<file path="src/rtl/ppm_pkg.sv">
`default_nettype none
// ============================================================================
// Module   : ppm_pkg
// Purpose  : Shared widths, encodings and bit indices for the PPM receiver.
// Revision : 1.0 - initial release
// ============================================================================
package ppm_pkg;

    localparam int PPM_W = 8;
    localparam logic [PPM_W-1:0] FRAME_MAX = 8'hFF;

    typedef enum logic [1:0] {
        PC_NONE = 2'd0,
        PC_ONE  = 2'd1,
        PC_MANY = 2'd2
    } pulse_cnt_t;

    typedef enum logic {
        HUNT  = 1'b0,
        TRACK = 1'b1
    } state_t;

    localparam int VALID_BIT     = 0;
    localparam int ERR_MISS_BIT  = 1;
    localparam int ERR_MULTI_BIT = 2;

    localparam logic [7:0] UIO_OE_MASK = 8'b0000_0111;

    // Saturating pulse tally: NONE -> ONE -> MANY -> MANY.
    function automatic pulse_cnt_t pc_bump(input pulse_cnt_t pc);
        pulse_cnt_t r;
        case (pc)
            PC_NONE: r = PC_ONE;
            PC_ONE:  r = PC_MANY;
            default: r = PC_MANY;
        endcase
        return r;
    endfunction

endpackage
`default_nettype wire

</file>
<file path="src/rtl/ppm_in_sync.sv">
`default_nettype none
// ============================================================================
// Module   : ppm_in_sync
// Purpose  : Multi-flop synchronizer with rising-edge detect and an optional
//            two-sample high qualifier (enabled through the DEGLITCH parameter).
// Revision : 1.0 - initial release
// ============================================================================
module ppm_in_sync
    import ppm_pkg::*;
#(
    parameter int SYNC_STAGES = 2,
    parameter bit DEGLITCH    = 1'b0
) (
    input  logic clk,
    input  logic rst_n,
    input  logic async_i,
    output logic rise_o
);

    logic [SYNC_STAGES-1:0] sync_q;
    logic                   line_d_q;
    logic                   w_line;

    always_ff @(posedge clk or negedge rst_n) begin
        if (!rst_n) begin
            sync_q <= '0;
        end else begin
            sync_q <= {sync_q[SYNC_STAGES-2:0], async_i};
        end
    end

    generate
        if (DEGLITCH) begin : g_deglitch
            logic qual_q;

            always_ff @(posedge clk or negedge rst_n) begin
                if (!rst_n) begin
                    qual_q <= 1'b0;
                end else begin
                    qual_q <= sync_q[SYNC_STAGES-1];
                end
            end

            // High only once two consecutive synchronized samples agree.
            assign w_line = sync_q[SYNC_STAGES-1] & qual_q;
        end else begin : g_direct
            assign w_line = sync_q[SYNC_STAGES-1];
        end
    endgenerate

    always_ff @(posedge clk or negedge rst_n) begin
        if (!rst_n) begin
            line_d_q <= 1'b0;
        end else begin
            line_d_q <= w_line;
        end
    end

    assign rise_o = w_line & ~line_d_q;

endmodule
`default_nettype wire

</file>
<file path="src/rtl/ppm_decoder.sv">
`default_nettype none
// ============================================================================
// Module   : ppm_decoder
// Purpose  : PPM receiver; timestamps pulse edges in a 256-cycle frame and
//            publishes position plus per-frame error flags. Option: PPM_DEGLITCH_EN.
// Revision : 1.0 - initial release
// ============================================================================
module ppm_decoder
    import ppm_pkg::*;
#(
    parameter int W           = PPM_W,
    parameter int SYNC_STAGES = 2,
    parameter int LATENCY     = 3
) (
    input  logic       clk,
    input  logic       rst_n,
    input  logic       ena,
    input  logic [7:0] ui_in,
    output logic [7:0] uo_out,
    input  logic [7:0] uio_in,
    output logic [7:0] uio_out,
    output logic [7:0] uio_oe
);

`ifdef PPM_DEGLITCH_EN
    localparam bit DEGLITCH = 1'b1;
    localparam int SUBTRACT = LATENCY + 1;
`else
    localparam bit DEGLITCH = 1'b0;
    localparam int SUBTRACT = LATENCY;
`endif
    localparam logic [W-1:0] SUB_W = W'(SUBTRACT);

    logic         w_ppm_rise;
    logic         w_sync_rise;
    logic         w_close;
    logic         w_unused;

    state_t       state_q;
    logic [W-1:0] cnt_q, cnt_d;
    logic [W-1:0] pos_q, pos_d;
    pulse_cnt_t   pc_q, pc_d;
    logic [W-1:0] out_q;
    logic         valid_q;
    logic         err_miss_q;
    logic         err_multi_q;

    ppm_in_sync #(
        .SYNC_STAGES (SYNC_STAGES),
        .DEGLITCH    (DEGLITCH)
    ) u_ppm_sync (
        .clk     (clk),
        .rst_n   (rst_n),
        .async_i (ui_in[0]),
        .rise_o  (w_ppm_rise)
    );

    ppm_in_sync #(
        .SYNC_STAGES (SYNC_STAGES),
        .DEGLITCH    (1'b0)
    ) u_frame_sync (
        .clk     (clk),
        .rst_n   (rst_n),
        .async_i (ui_in[1]),
        .rise_o  (w_sync_rise)
    );

    // A rise seen in the close cycle is folded into the frame being closed.
    always_comb begin
        cnt_d   = w_sync_rise ? '0 : cnt_q + 1'b1;
        w_close = w_sync_rise | (cnt_q == FRAME_MAX);
        pc_d    = w_ppm_rise ? pc_bump(pc_q) : pc_q;
        pos_d   = (w_ppm_rise && (pc_q == PC_NONE)) ? (cnt_q - SUB_W) : pos_q;
    end

    always_ff @(posedge clk or negedge rst_n) begin
        if (!rst_n) begin
            state_q     <= HUNT;
            cnt_q       <= '0;
            pos_q       <= '0;
            pc_q        <= PC_NONE;
            out_q       <= '0;
            valid_q     <= 1'b0;
            err_miss_q  <= 1'b0;
            err_multi_q <= 1'b0;
        end else begin
            cnt_q   <= cnt_d;
            pos_q   <= pos_d;
            valid_q <= 1'b0;
            if (w_close) begin
                pc_q <= PC_NONE;
                case (state_q)
                    HUNT: begin
                        state_q <= TRACK;
                    end
                    TRACK: begin
                        case (pc_d)
                            PC_ONE: begin
                                out_q       <= pos_d;
                                valid_q     <= 1'b1;
                                err_miss_q  <= 1'b0;
                                err_multi_q <= 1'b0;
                            end
                            PC_NONE: begin
                                err_miss_q  <= 1'b1;
                                err_multi_q <= 1'b0;
                            end
                            default: begin
                                err_miss_q  <= 1'b0;
                                err_multi_q <= 1'b1;
                            end
                        endcase
                    end
                    default: begin
                        state_q <= HUNT;
                    end
                endcase
            end else begin
                pc_q <= pc_d;
            end
        end
    end

    always_comb begin
        uio_out                = '0;
        uio_out[VALID_BIT]     = valid_q;
        uio_out[ERR_MISS_BIT]  = err_miss_q;
        uio_out[ERR_MULTI_BIT] = err_multi_q;
    end

    assign uo_out   = out_q;
    assign uio_oe   = UIO_OE_MASK;
    assign w_unused = ^{ena, ui_in[7:2], uio_in};

endmodule
`default_nettype wire
</file>
<file path="config.mk">
export PLATFORM = sky130hd
export DESIGN_NAME = ppm_decoder
export DESIGN_NICKNAME = d
export VERILOG_FILES = /design/src/rtl/ppm_pkg.sv /design/src/rtl/ppm_in_sync.sv /design/src/rtl/ppm_decoder.sv
export SDC_FILE = /design/constraint.sdc
export NUM_CORES = 1
export LEC_CHECK = 0
export CAP_MARGIN = 40
export CORE_MARGIN = 2
export CORE_UTILIZATION = 45
export CTS_BUF_LIST = sky130_fd_sc_hd__clkbuf_4
export DETAILED_ROUTE_END_ITERATION = 16
export GPL_ROUTABILITY_DRIVEN = 0
export PLACE_DENSITY_LB_ADDON = 0.1
export SYNTH_ARGS = -nofsm -noshare
export SYNTH_HDL_FRONTEND = slang
export SYNTH_HIERARCHICAL = 1
export SYNTH_SLANG_ARGS = --single-unit
</file>
<file path="constraint.sdc">
create_clock -name clk -period 4.41 [get_ports clk]
set_input_delay 0.882 -clock clk [delete_from_list [all_inputs] [get_ports clk]]
set_output_delay 0.882 -clock clk [all_outputs]
set_load 0.005 [all_outputs]
</file>
==> results.sh, run 1 <==
export IMPL_rsz0062_at_grt="no"
export IMPL_post_cts_buffers=0
export IMPL_place_area_mm2=0.00170
export IMPL_fin_nets=171
export IMPL_min_path_type="register to register"
export IMPL_internal_power_w=0.000646
export IMPL_synth_seq_area_share_pct=55.9
export IMPL_postRouteAntennaNets=0
export IMPL_grt_use_total_pct=13.5
export IMPL_final_util_pct=51.6
export IMPL_seqPwrFrac_pct=52.4
export IMPL_via_per_inst=4.79
export IMPL_worst_slew_pin_slew_ps=564
export IMPL_ctsResizeCount=0
export IMPL_fin_setup_tns_ps=0
export IMPL_drt_iter0_markers=21
export IMPL_coreArea_mm2=0.00339
export IMPL_arrival_ps=2400
export IMPL_clock_sinks=36
export IMPL_yosys_warnings=6
export IMPL_combPwrFrac_pct=29.3
export IMPL_maxSlewViolCount=0
export IMPL_antenna_found_initial=0
export IMPL_grt_pass1_vias=886
export IMPL_endpoint_kind="register"
export IMPL_critical_path_slowest_cell="o21bai_1"
export IMPL_fin_skew_ps=4.06
export IMPL_ctsHoldBuffers=0
export IMPL_worstPathMaxFanout=9
export IMPL_preCtsSetupSlack_ps=2220
export IMPL_p_leak_nw=0.769
export IMPL_setup_viol=0
export IMPL_drc=0
export IMPL_min_period_ps=2170
export IMPL_cpPeakStageDelay_ps=480
export IMPL_required_ps=4640
export IMPL_netlist_area_mm2=0.00161
export IMPL_status="finished clean"
export IMPL_maxCapViolations=0
export IMPL_cp_top_family="simple AND/OR/NAND/NOR gates"
export IMPL_vias=944
export IMPL_cts_tree="done"
export IMPL_die_width_um=63.8
export IMPL_synthCells=140
export IMPL_r2r_slack_ps=2240
export IMPL_clk_pin_slew_ps=100
export IMPL_die_height_um=63.8
export IMPL_area_delta_synth_final_pct=8.55
export IMPL_critPathKind="register to register"
export IMPL_grt_max_degree=37
export IMPL_root_buffer="clkbuf_4"
export IMPL_period_share_pct=49.3
export IMPL_cellPowerDensity_mw_per_mm2=521
export IMPL_max_freq_ghz=0.460
export IMPL_dieArea_mm2=0.00407
export IMPL_grt_pass1_wl_um=4170
export IMPL_numCtsBuffers=5
export IMPL_synth_seq_cells=36
export IMPL_gr_total_overflow=0
export IMPL_wl_per_cell_um=11.5
export IMPL_dr_pass1_iters=4
export IMPL_io_pins=43
export IMPL_routed_wl_um=2270
export IMPL_final_cell_mix="dfrtp_1 (36), clkdlybuf4s50_1 (14), conb_1 (13), nor2_1 (9), nand2_1 (9)"
export IMPL_path_depth=5
export IMPL_syn_area_per_cell_um2=11.5
export IMPL_start_util_pct=47.5
export IMPL_crit_chain="ha_1 > nand3_1 > o21bai_1 > nand3_2 > mux2_1"
export IMPL_switching_share_pct=29.1
export IMPL_clockBufferDepth=2
export IMPL_ys_types=37
export IMPL_power_switching_w=0.000264
export IMPL_final_hold_violation_count=0
export IMPL_p_clk_share_pct=18.3
export IMPL_diodes=0
export IMPL_worst_slack_ps=2240
export IMPL_insertion_delay_ps=340
export IMPL_design_area_mm2=0.00175
export IMPL_r2r_cells=5
export IMPL_max_slew_margin_pct=61.5
export IMPL_drive_gt1_share_pct=15.9
export IMPL_crit_path_start_kind="register"
export IMPL_rows=21
export IMPL_port_buffer_count=14
export IMPL_path_buf_inv=0
export IMPL_mostFrequentLayoutCell="dfrtp_1"
export IMPL_hold_depth=0
export IMPL_ctsHtreeMaxLevel=2
export IMPL_dpl_hpwl_um=1590
export IMPL_ir_worst_vdd_uv=255
[sequential cells by signal (all words and copies together) (netlist names)]
signal                 cells
cnt_q                      8
pos_q                      8
uo_out                     8
pc_q                       2
u_frame_sync/sync_q        2
u_ppm_sync/sync_q          2
err_miss_q                 1
err_multi_q                1
state_q                    1
u_frame_sync/line_d_q      1
u_ppm_sync/line_d_q        1
valid_q                    1
[cells by family (layout without fill, tap and decap cells)]
family | Yosys count | in the layout | share of synthesized area, %
AO/OA/AOI/OAI | 21 | 21 | 7.85
other | 2 | 13 | 0.466
adder cells (fa/ha/maj) | 1 | 1 | 0.777
XOR/XNOR | 6 | 6 | 3.26
buffers and inverters | 23 | 23 | 10.1
AND/OR/NAND/NOR | 42 | 42 | 15.3
multiplexers | 9 | 9 | 6.29
flip-flops | 36 | 36 | 55.9
[final cells by class]
type	instances	area [um^2]
clock inverter	1	5.00
clock buffer	6	45.0
sequential	36	901
fill	319	1640
inverter	1	3.75
multi-input combinational	92	588
tap	46	57.6
timing repair buffer	15	148
[through the flow]
step,total power (W),instances,hold WS [ps]
after floorplan,0.000657,151,331
after global placement,0.000748,190,333
after detailed placement,0.000756,190,336
after CTS,0.000926,197,360
after global routing,0.000991,197,372
final,0.000910,197,358
[worst paths after layout]
kind	from	to
worst max-delay path	cnt_q[0]	uo_out[6]
worst min-delay path	u_frame_sync/sync_q[0]	u_frame_sync/sync_q[1]
worst max register to register	cnt_q[0]	uo_out[6]
worst min register to register	u_frame_sync/sync_q[0]	u_frame_sync/sync_q[1]
max in group asynchronous	rst_n	pos_q[7]
min in group asynchronous	rst_n	uo_out[6]
[power by group through the flow]
stage               logic, W  registers (W)  clock network (W)
floorplan           0.000193       0.000464                  0
global placement    0.000268       0.000480                  0
detailed placement  0.000272       0.000484                  0
CTS                 0.000274       0.000478           0.000175
global route        0.000308       0.000491           0.000192
finish              0.000267       0.000477           0.000166
[Yosys cell counts]
| cell | n | area share (%) |
|---|---|---|
| o31ai_1 | 1 | 0.47 |
| a21oi_1 | 8 | 2.5 |
| or3b_2 | 1 | 0.54 |
| a31oi_1 | 2 | 0.78 |
| nand4_1 | 2 | 0.78 |
| xor2_1 | 4 | 2.2 |
| dfrtp_1 | 36 | 56 |
| conb_1 | 2 | 0.47 |
| nor4_1 | 1 | 0.39 |
| a31oi_2 | 1 | 0.78 |
| nor2b_4 | 2 | 1.7 |
| nand3_1 | 3 | 0.93 |
| and2_1 | 1 | 0.39 |
| and4_1 | 1 | 0.54 |
| nor3b_2 | 1 | 0.78 |
| a211oi_1 | 1 | 0.47 |
| clkbuf_1 | 2 | 0.47 |
| or4_4 | 1 | 0.70 |
| nand3_2 | 1 | 0.62 |
| o21ai_0 | 6 | 1.9 |
| nor3_1 | 2 | 0.62 |
| mux2_2 | 8 | 5.6 |
| a2111oi_0 | 1 | 0.54 |
| ha_1 | 1 | 0.78 |
| inv_1 | 1 | 0.23 |
| o21bai_1 | 1 | 0.47 |
| nor2b_1 | 2 | 0.78 |
| buf_6 | 1 | 0.70 |
| or2_2 | 1 | 0.39 |
| or3_1 | 3 | 1.2 |
| xnor2_1 | 2 | 1.1 |
| nand2_1 | 9 | 2.1 |
| mux2_1 | 1 | 0.70 |
| nand2b_1 | 2 | 0.78 |
| buf_4 | 18 | 8.4 |
| nor2_1 | 9 | 2.1 |
| buf_2 | 1 | 0.31 |
[layer usage]
metal  up-vias  global-route usage [%]  share of wire (%)
li1        469                       -                  -
met1       449                    17.3                 48
met4         0                    4.89                1.4
met2        23                    20.2                 45
met3         3                    6.16                5.6
met5         -                       0                  0
Power figures use the tool's default switching activity.
==> inputs of run 2 (changes only) <==
==> constraint.sdc (replaced) <==
create_clock -name clk -period 2.1 [get_ports clk]
set_input_delay 0.42 -clock clk [delete_from_list [all_inputs] [get_ports clk]]
set_output_delay 0.42 -clock clk [all_outputs]
set_load 0.005 [all_outputs]
==> run 2 against run 1 <==
Effect of this change: routed wire length up 3.2%; maximum frequency up 13%; clock power up 110%; final area up 1.3%.
==> results.sh, run 2 (synthesis gave the netlist of run 1 again) <==
export IMPL_status="finished clean"
export IMPL_clockBufferDepth=2
export IMPL_area_delta_synth_final_pct=9.95
export IMPL_cellPowerDensity_mw_per_mm2=1080
export IMPL_dr_pass1_iters=4
export IMPL_dpl_hpwl_um=1670
export IMPL_io_pins=43
export IMPL_coreArea_mm2=0.00339
export IMPL_grt_max_degree=37
export IMPL_worstPathMaxFanout=4
export IMPL_drive_gt1_share_pct=17.5
export IMPL_post_cts_buffers=0
export IMPL_fin_nets=174
export IMPL_crit_path_start_kind="register"
export IMPL_preCtsSetupSlack_ps=188
export IMPL_mostFrequentLayoutCell="dfrtp_1"
export IMPL_design_area_mm2=0.00177
export IMPL_arrival_ps=2140
export IMPL_worst_slew_pin_slew_ps=583
export IMPL_dieArea_mm2=0.00407
export IMPL_grt_use_total_pct=13.9
export IMPL_drt_iter0_markers=16
export IMPL_critical_path_slowest_cell="or4_4"
export IMPL_critPathKind="register to register"
export IMPL_diodes=0
export IMPL_r2r_start="cnt_q[1]"
export IMPL_min_from="u_ppm_sync/sync_q[0]"
export IMPL_clock_sinks=36
export IMPL_grt_pass1_vias=932
export IMPL_final_util_pct=52.2
export IMPL_min_path_type="register to register"
export IMPL_worst_slack_ps=183
export IMPL_ctsResizeCount=0
export IMPL_gr_total_overflow=0
export IMPL_routed_wl_um=2340
export IMPL_start_util_pct=47.5
export IMPL_ctsHoldBuffers=0
export IMPL_die_width_um=63.8
export IMPL_ir_worst_vdd_uv=594
export IMPL_postRouteAntennaNets=0
export IMPL_endpoint_kind="register"
export IMPL_max_slew_margin_pct=60.1
export IMPL_root_buffer="clkbuf_4"
export IMPL_setup_viol=0
export IMPL_fin_skew_ps=2.52
export IMPL_cp_startpoint="cnt_q[1]"
export IMPL_rows=21
export IMPL_maxSlewViolCount=0
export IMPL_final_cell_mix="dfrtp_1 (36), clkdlybuf4s50_1 (14), conb_1 (13), nor2_1 (9), nand2_1 (9)"
export IMPL_die_height_um=63.8
export IMPL_rsz0062_at_grt="no"
export IMPL_grt_pass1_wl_um=4290
export IMPL_drc=0
export IMPL_p_leak_nw=0.785
export IMPL_clk_pin_slew_ps=100
export IMPL_maxCapViolations=0
export IMPL_insertion_delay_ps=330
export IMPL_place_area_mm2=0.00172
export IMPL_port_buffer_count=14
export IMPL_crit_chain="ha_1 > or4_4 > o21ai_0 > a31oi_2 > mux2_1"
export IMPL_antenna_found_initial=0
export IMPL_cts_tree="done"
export IMPL_fin_setup_tns_ps=0
export IMPL_max_freq_ghz=0.522
export IMPL_final_hold_violation_count=0
export IMPL_wl_per_cell_um=11.7
export IMPL_ctsHtreeMaxLevel=2
export IMPL_min_period_ps=1920
export IMPL_cpPeakStageDelay_ps=550
export IMPL_numCtsBuffers=5
export IMPL_via_per_inst=4.82
export IMPL_period_share_pct=91.3
export IMPL_vias=963
export IMPL_required_ps=2320
==> run 2: path summary, 6_finish.rpt <==
check / slack [ps] / depth (start not counted) / endpoint
max reg2reg: 180 / 5 / uo_out[6]
min in group asynchronous: 490 / 2 / cnt_q[6]
min reg2reg: 360 / 0 / u_ppm_sync/sync_q[1]
max: 180 / 5 / uo_out[6]
min: 360 / 0 / u_ppm_sync/sync_q[1]
max in group asynchronous: 1300 / 2 / u_ppm_sync/line_d_q
==> run 2: cell type report <==
cell class | instances | area [um^2]
Clock buffer | 6 | 45.0
Clock inverter | 1 | 5.00
Fill cell | 298 | 1620
Inverter | 1 | 3.75
Multi-Input combinational cell | 92 | 588
Sequential cell | 36 | 901
Tap cell | 46 | 57.6
Timing Repair Buffer | 18 | 170
==> run 2: critical path: cells and delay by family (launching register included) <==
| family | cells | cell delay [ps] |
|---|---|---|
| simple gates | 1 | 550 |
| flops | 1 | 410 |
| compound gates | 2 | 330 |
| mux | 1 | 280 |
| fa+ha+maj | 1 | 240 |
==> run 2: routing by layer <==
metal / global-route usage, % / part of all wire [%] / vias up
met5: 0 / 0 / -
met4: 4.89 / 0.86 / 0
met3: 6.51 / 6.2 / 3
met2: 21.1 / 46 / 27
met1: 17.3 / 47 / 459
li1: - / - / 474
==> run 2: metrics by stage <==
stage	total power [W]	instances	hold WS (ps)
2_1_floorplan	0.00138	151	124
3_3_place_gp	0.00158	193	332
3_5_place_dp	0.00159	193	338
4_1_cts	0.00195	200	362
5_1_grt	0.00208	200	368
6_report	0.00191	200	358
==> run 2: power breakdown <==
part           internal, W  switching (W)
combinational     0.000344       0.000227
clock             0.000136       0.000206
sequential        0.000882       0.000118
==> RTL change 1 (settings of run 1) <==
Add an input register stage for `ui_in`; this delays it by one clock. The other inputs are not delayed to match.
--- a/src/rtl/ppm_decoder.sv
+++ b/src/rtl/ppm_decoder.sv
@@ -33,2 +33,8 @@
 
+    logic [7:0] ui_q;
+
+    always_ff @(posedge clk) begin
+        ui_q <= ui_in;
+    end
+
     logic         w_ppm_rise;
@@ -53,3 +59,3 @@
         .rst_n   (rst_n),
-        .async_i (ui_in[0]),
+        .async_i (ui_q[0]),
         .rise_o  (w_ppm_rise)
@@ -63,3 +69,3 @@
         .rst_n   (rst_n),
-        .async_i (ui_in[1]),
+        .async_i (ui_q[1]),
         .rise_o  (w_sync_rise)
@@ -132,3 +138,3 @@
     assign uio_oe   = UIO_OE_MASK;
-    assign w_unused = ^{ena, ui_in[7:2], uio_in};
+    assign w_unused = ^{ena, ui_q[7:2], uio_in};
 
Formal check against the unedited RTL: not equivalent (a bounded check fails within 10 cycles, from zero or initial values and one cycle with rst_n low).
==> RTL change 1 against run 1 <==
Clock power increased by 5%. Power is 3.4% higher. Via count rose by 1.4%. Sequential share of layout area rose by 0.90 points. Routed wire length is 7.8% higher. Design area up 2.6%. Sequential cell count grew 2. Synthesized area increased by 2.5%. Critical path depth unchanged. Worst setup slack got worse by 0.038 ns. Critical path type unchanged. Synthesized cell count grew 1.4%. Highest routed layer unchanged. Non-clock buffer count stayed put.
==> RTL change 1: results (changes against run 1) <==
| Metric | Value |
|---|---|
| XOR/XNOR Fraction of Synth Area | 3.18% (-0.079 points) |
| Mean area per synthesized cell | 11.6 sq um (+1.0%) |
| First-pass GRT wire length | 4400 um (+5.5%) |
| CP max stage cell | o21bai_1 |
| Post-synthesis compound-gate area fraction | 7.66% (-0.19 points) |
| Vias per cell | 4.74 (-1.1%) |
| Initial antenna violation count | 0 (unchanged) |
| Cell-internal power | 0.668 mW (+3.5%) |
| Layout net count | 173 (+1.2%) |
| Total wire length | 2440 um (+7.8%) |
| Max_slew headroom | 59.2% (-2.3 points) |
| GRT Total Usage | 14.0% (+0.42 points) |
| Warnings from Yosys | 6 (unchanged) |
| Mux cell area share after synthesis | 6.14% (-0.15 points) |
| Post-synth ARST share | 94.7% (-5.3 points) |
| HPWL Detailed | 1670 um (+4.7%) |
| N_diodes | 0 (unchanged) |
| Share of cells above drive strength 1 | 15.6% (-0.31 points) |
| Initial DRC count | 23 (+9.5%) |
| Placed Cells | 194 (+2.1%) |
| Synth area leaders | dfrtp_1 (55%), buf_4 (8.2%), mux2_2 (5.5%) |
| Crit path DAT | 2.45 ns (+0.05 ns) |
| Status | completed |
| Max incr delay on CP | 0.50 ns (+0.02 ns) |
| Leak pwr | 0.788 nW (+2.4%) |
| Yosys cell types | 38 (+2.7%) |
| Final Skew | 0.00759 ns (+0.00353 ns) |
| Worst VDD drop | 0.265 mV (+4.1%) |
| Filler cell count | 349 (+9.4%) |
| Post-synthesis sequential area ratio | 57.0% (+1.1 points) |
| Num CTS Buffers | 5 (unchanged) |
| DP Worst Slack | 2.17 ns (-0.0507 ns) |
| Vias in the first global route | 922 (+4.1%) |
| Routed len/inst | 12.1 um (+5.1%) |
==> RTL change 1: metrics by stage <==
step	util (%)	total power, mW	hold WS (ns)
final	49.8	0.941	0.333
after global routing	49.8	1.01	0.341
after CTS	49.8	0.957	0.337
after detailed placement	48.3	0.777	0.321
after global placement	48.3	0.771	0.318
after floorplan	-	0.678	0.316
==> RTL change 1: final timing paths <==
| kind | from | end | slack (ns) | depth (start not counted) |
|---|---|---|---|---|
| max in group asynchronous | rst_n | u_ppm_sync/sync_q[1] | 3.15 | 2 |
| min in group asynchronous | rst_n | cnt_q[7] | 0.94 | 2 |
| worst min register to register | ui_q[1] | u_frame_sync/sync_q[0] | 0.33 | 0 |
| worst max-delay path | cnt_q[0] | uo_out[6] | 2.20 | 5 |
| worst min-delay path | ui_q[1] | u_frame_sync/sync_q[0] | 0.33 | 0 |
| worst max register to register | cnt_q[0] | uo_out[6] | 2.20 | 5 |
==> RTL change 1: power by group through the flow <==
| stage | Clock, mW | Combinational, mW | Sequential [mW] |
|---|---|---|---|
| after floorplan | 0 | 0.194 | 0.484 |
| after global placement | 0 | 0.270 | 0.501 |
| after detailed placement | 0 | 0.273 | 0.504 |
| after CTS | 0.185 | 0.275 | 0.497 |
| after global routing | 0.196 | 0.306 | 0.510 |
| final | 0.175 | 0.270 | 0.496 |
==> RTL change 1: final cells by class <==
type,instances,share of cell area [%]
clock inverters,2,0.488
clock buffers,6,2.51
inverters,1,0.209
flip-flops and latches,38,52.4
multi-input cells,92,32.8
repair buffers,15,8.23
well taps,48,3.35
==> RTL change 1: per-layer routing <==
| metal | GRT usage [%] | routed length (um) |
|---|---|---|
| met1 | 18.4 | 1180 |
| met2 | 21.1 | 1100 |
| met3 | 4.86 | 123 |
| met4 | 5.59 | 35 |
| met5 | 0 | 0 |
==> RTL change 2 (config.mk and constraints of run 1) <==
Without the edit above. `SYNC_STAGES` is set to 2 in 2 places; all go to 4.
--- a/src/rtl/ppm_in_sync.sv
+++ b/src/rtl/ppm_in_sync.sv
@@ -10,3 +10,3 @@
 #(
-    parameter int SYNC_STAGES = 2,
+    parameter int SYNC_STAGES = 4,
     parameter bit DEGLITCH    = 1'b0
--- a/src/rtl/ppm_decoder.sv
+++ b/src/rtl/ppm_decoder.sv
@@ -11,3 +11,3 @@
     parameter int W           = PPM_W,
-    parameter int SYNC_STAGES = 2,
+    parameter int SYNC_STAGES = 4,
     parameter int LATENCY     = 3
Formal check against the unedited RTL: not equivalent (a bounded check fails within 10 cycles, from zero or initial values and one cycle with rst_n low).
==> RTL change 2 against run 1 <==
Sequential cell count increased by 4. Power rose by 7.0%. Fmax fell by 1.8%. Design area increased by 6.6%. Routed wire length up 8.1%. Clock power rose by 7%. Worst hold slack improved by 0.0035 ns. Worst setup slack lost 0.040 ns. Synthesized area grew 6.2%. First-iteration DRC count shrank 9.5%. Sequential power rose by 8.8%. Largest cell class unchanged. Highest routed layer unchanged.
==> RTL change 2: results (changes against run 1) <==
| Metric | Value |
|---|---|
| Status | completed |
| Met1 WL | 1120 um (+1.9%) |
| Vias | 993 (+5.2%) |
| Synth area leaders | dfrtp_1 (59%), buf_4 (7.9%), mux2_2 (5.3%) |
| Final Skew | 0.00888 ns (+0.00482 ns) |
| CP max stage cell | o21bai_1 |
| Share of cells above drive strength 1 | 16.0% (+0.13 points) |
| First-pass GRT wire length | 4210 um (+1.0%) |
| Vias in the first global route | 918 (+3.6%) |
| Crit path DAT | 2.45 ns (+0.05 ns) |
| Max incr delay on CP | 0.50 ns (+0.02 ns) |
| Leak pwr | 0.822 nW (+6.9%) |
| XOR/XNOR Fraction of Synth Area | 3.07% (-0.19 points) |
| Initial antenna violation count | 0 (unchanged) |
| Area after DPL | 1810 sq um (+6.5%) |
| Layout net count | 175 (+2.3%) |
| Post-synth top cells | dfrtp_1 (40), buf_4 (18), nand2_1 (9), nor2_1 (9) |
| Adder-cell area share of the yosys netlist | 0.732% (-0.045 points) |
| Max_slew headroom | 61.8% (+0.33 points) |
| Post-synthesis sequential area ratio | 58.5% (+2.6 points) |
| Pin count of the biggest net entering global routing | 26 (-30%) |
| Total wire length | 2450 um (+8.1%) |
| Mux cell area share after synthesis | 5.93% (-0.37 points) |
| Met2 Wirelength | 1210 um (+19%) |
| HPWL Detailed | 1760 um (+11%) |
| Filler cell count | 335 (+5.0%) |
| GRT Total Usage | 13.1% (-0.41 points) |
| Worst VDD drop | 0.255 mV (-0.15%) |
| Met3 wire length | 106 um (-16%) |
| Initial DRC count | 19 (-9.5%) |
-- RTL change 2: layout make-up --
type	instances	area, sq um	share of cell area [%]
Clock buffer	5	37.5	2.01
Clock inverter	3	17.5	0.940
Inverter	1	3.75	0.201
Multi-Input combinational cell	92	588	31.6
Sequential cell	40	1000	53.7
Tap cell	48	60.1	3.22
Timing Repair Buffer	15	155	8.33
-- RTL change 2: stage by stage --
step	setup slack, ns	cells
2_1_floorplan	2.51	155
3_3_place_gp	2.24	195
3_5_place_dp	2.20	196
4_1_cts	2.18	204
5_1_grt	2.00	204
6_report	2.20	204
-- RTL change 2: cells by family after synthesis --
| family | Yosys count |
|---|---|
| other | 2 |
| buffers and inverters | 23 |
| adder cells (fa/ha/maj) | 1 |
| XOR/XNOR | 6 |
| flip-flops | 40 |
| AO/OA/AOI/OAI | 21 |
| multiplexers | 9 |
| AND/OR/NAND/NOR | 42 |
-- RTL change 2: power breakdown --
group          leakage (nW)  switching (mW)  internal [mW]
combinational         0.309           0.111          0.166
clock                0.0330           0.116         0.0614
sequential            0.481          0.0595          0.460
total                 0.822           0.286          0.687
-- RTL change 2: path summary, 6_finish.rpt --
kind                                        startpoint                endpoint  slack, ns
worst max-delay path                          cnt_q[0]               uo_out[6]       2.20
worst min-delay path            u_frame_sync/sync_q[1]  u_frame_sync/sync_q[2]       0.36
worst max register to register                cnt_q[0]               uo_out[6]       2.20
worst min register to register  u_frame_sync/sync_q[1]  u_frame_sync/sync_q[2]       0.36
max in group asynchronous                        rst_n                cnt_q[7]       3.53
min in group asynchronous                        rst_n  u_frame_sync/sync_q[1]       0.43
-- RTL change 2: metal layers --
layer,GRT usage (%),vias to the layer above
met5,0,-
met4,5.47,0
met3,4.62,4
met2,20.6,22
met1,16.4,487
li1,-,480
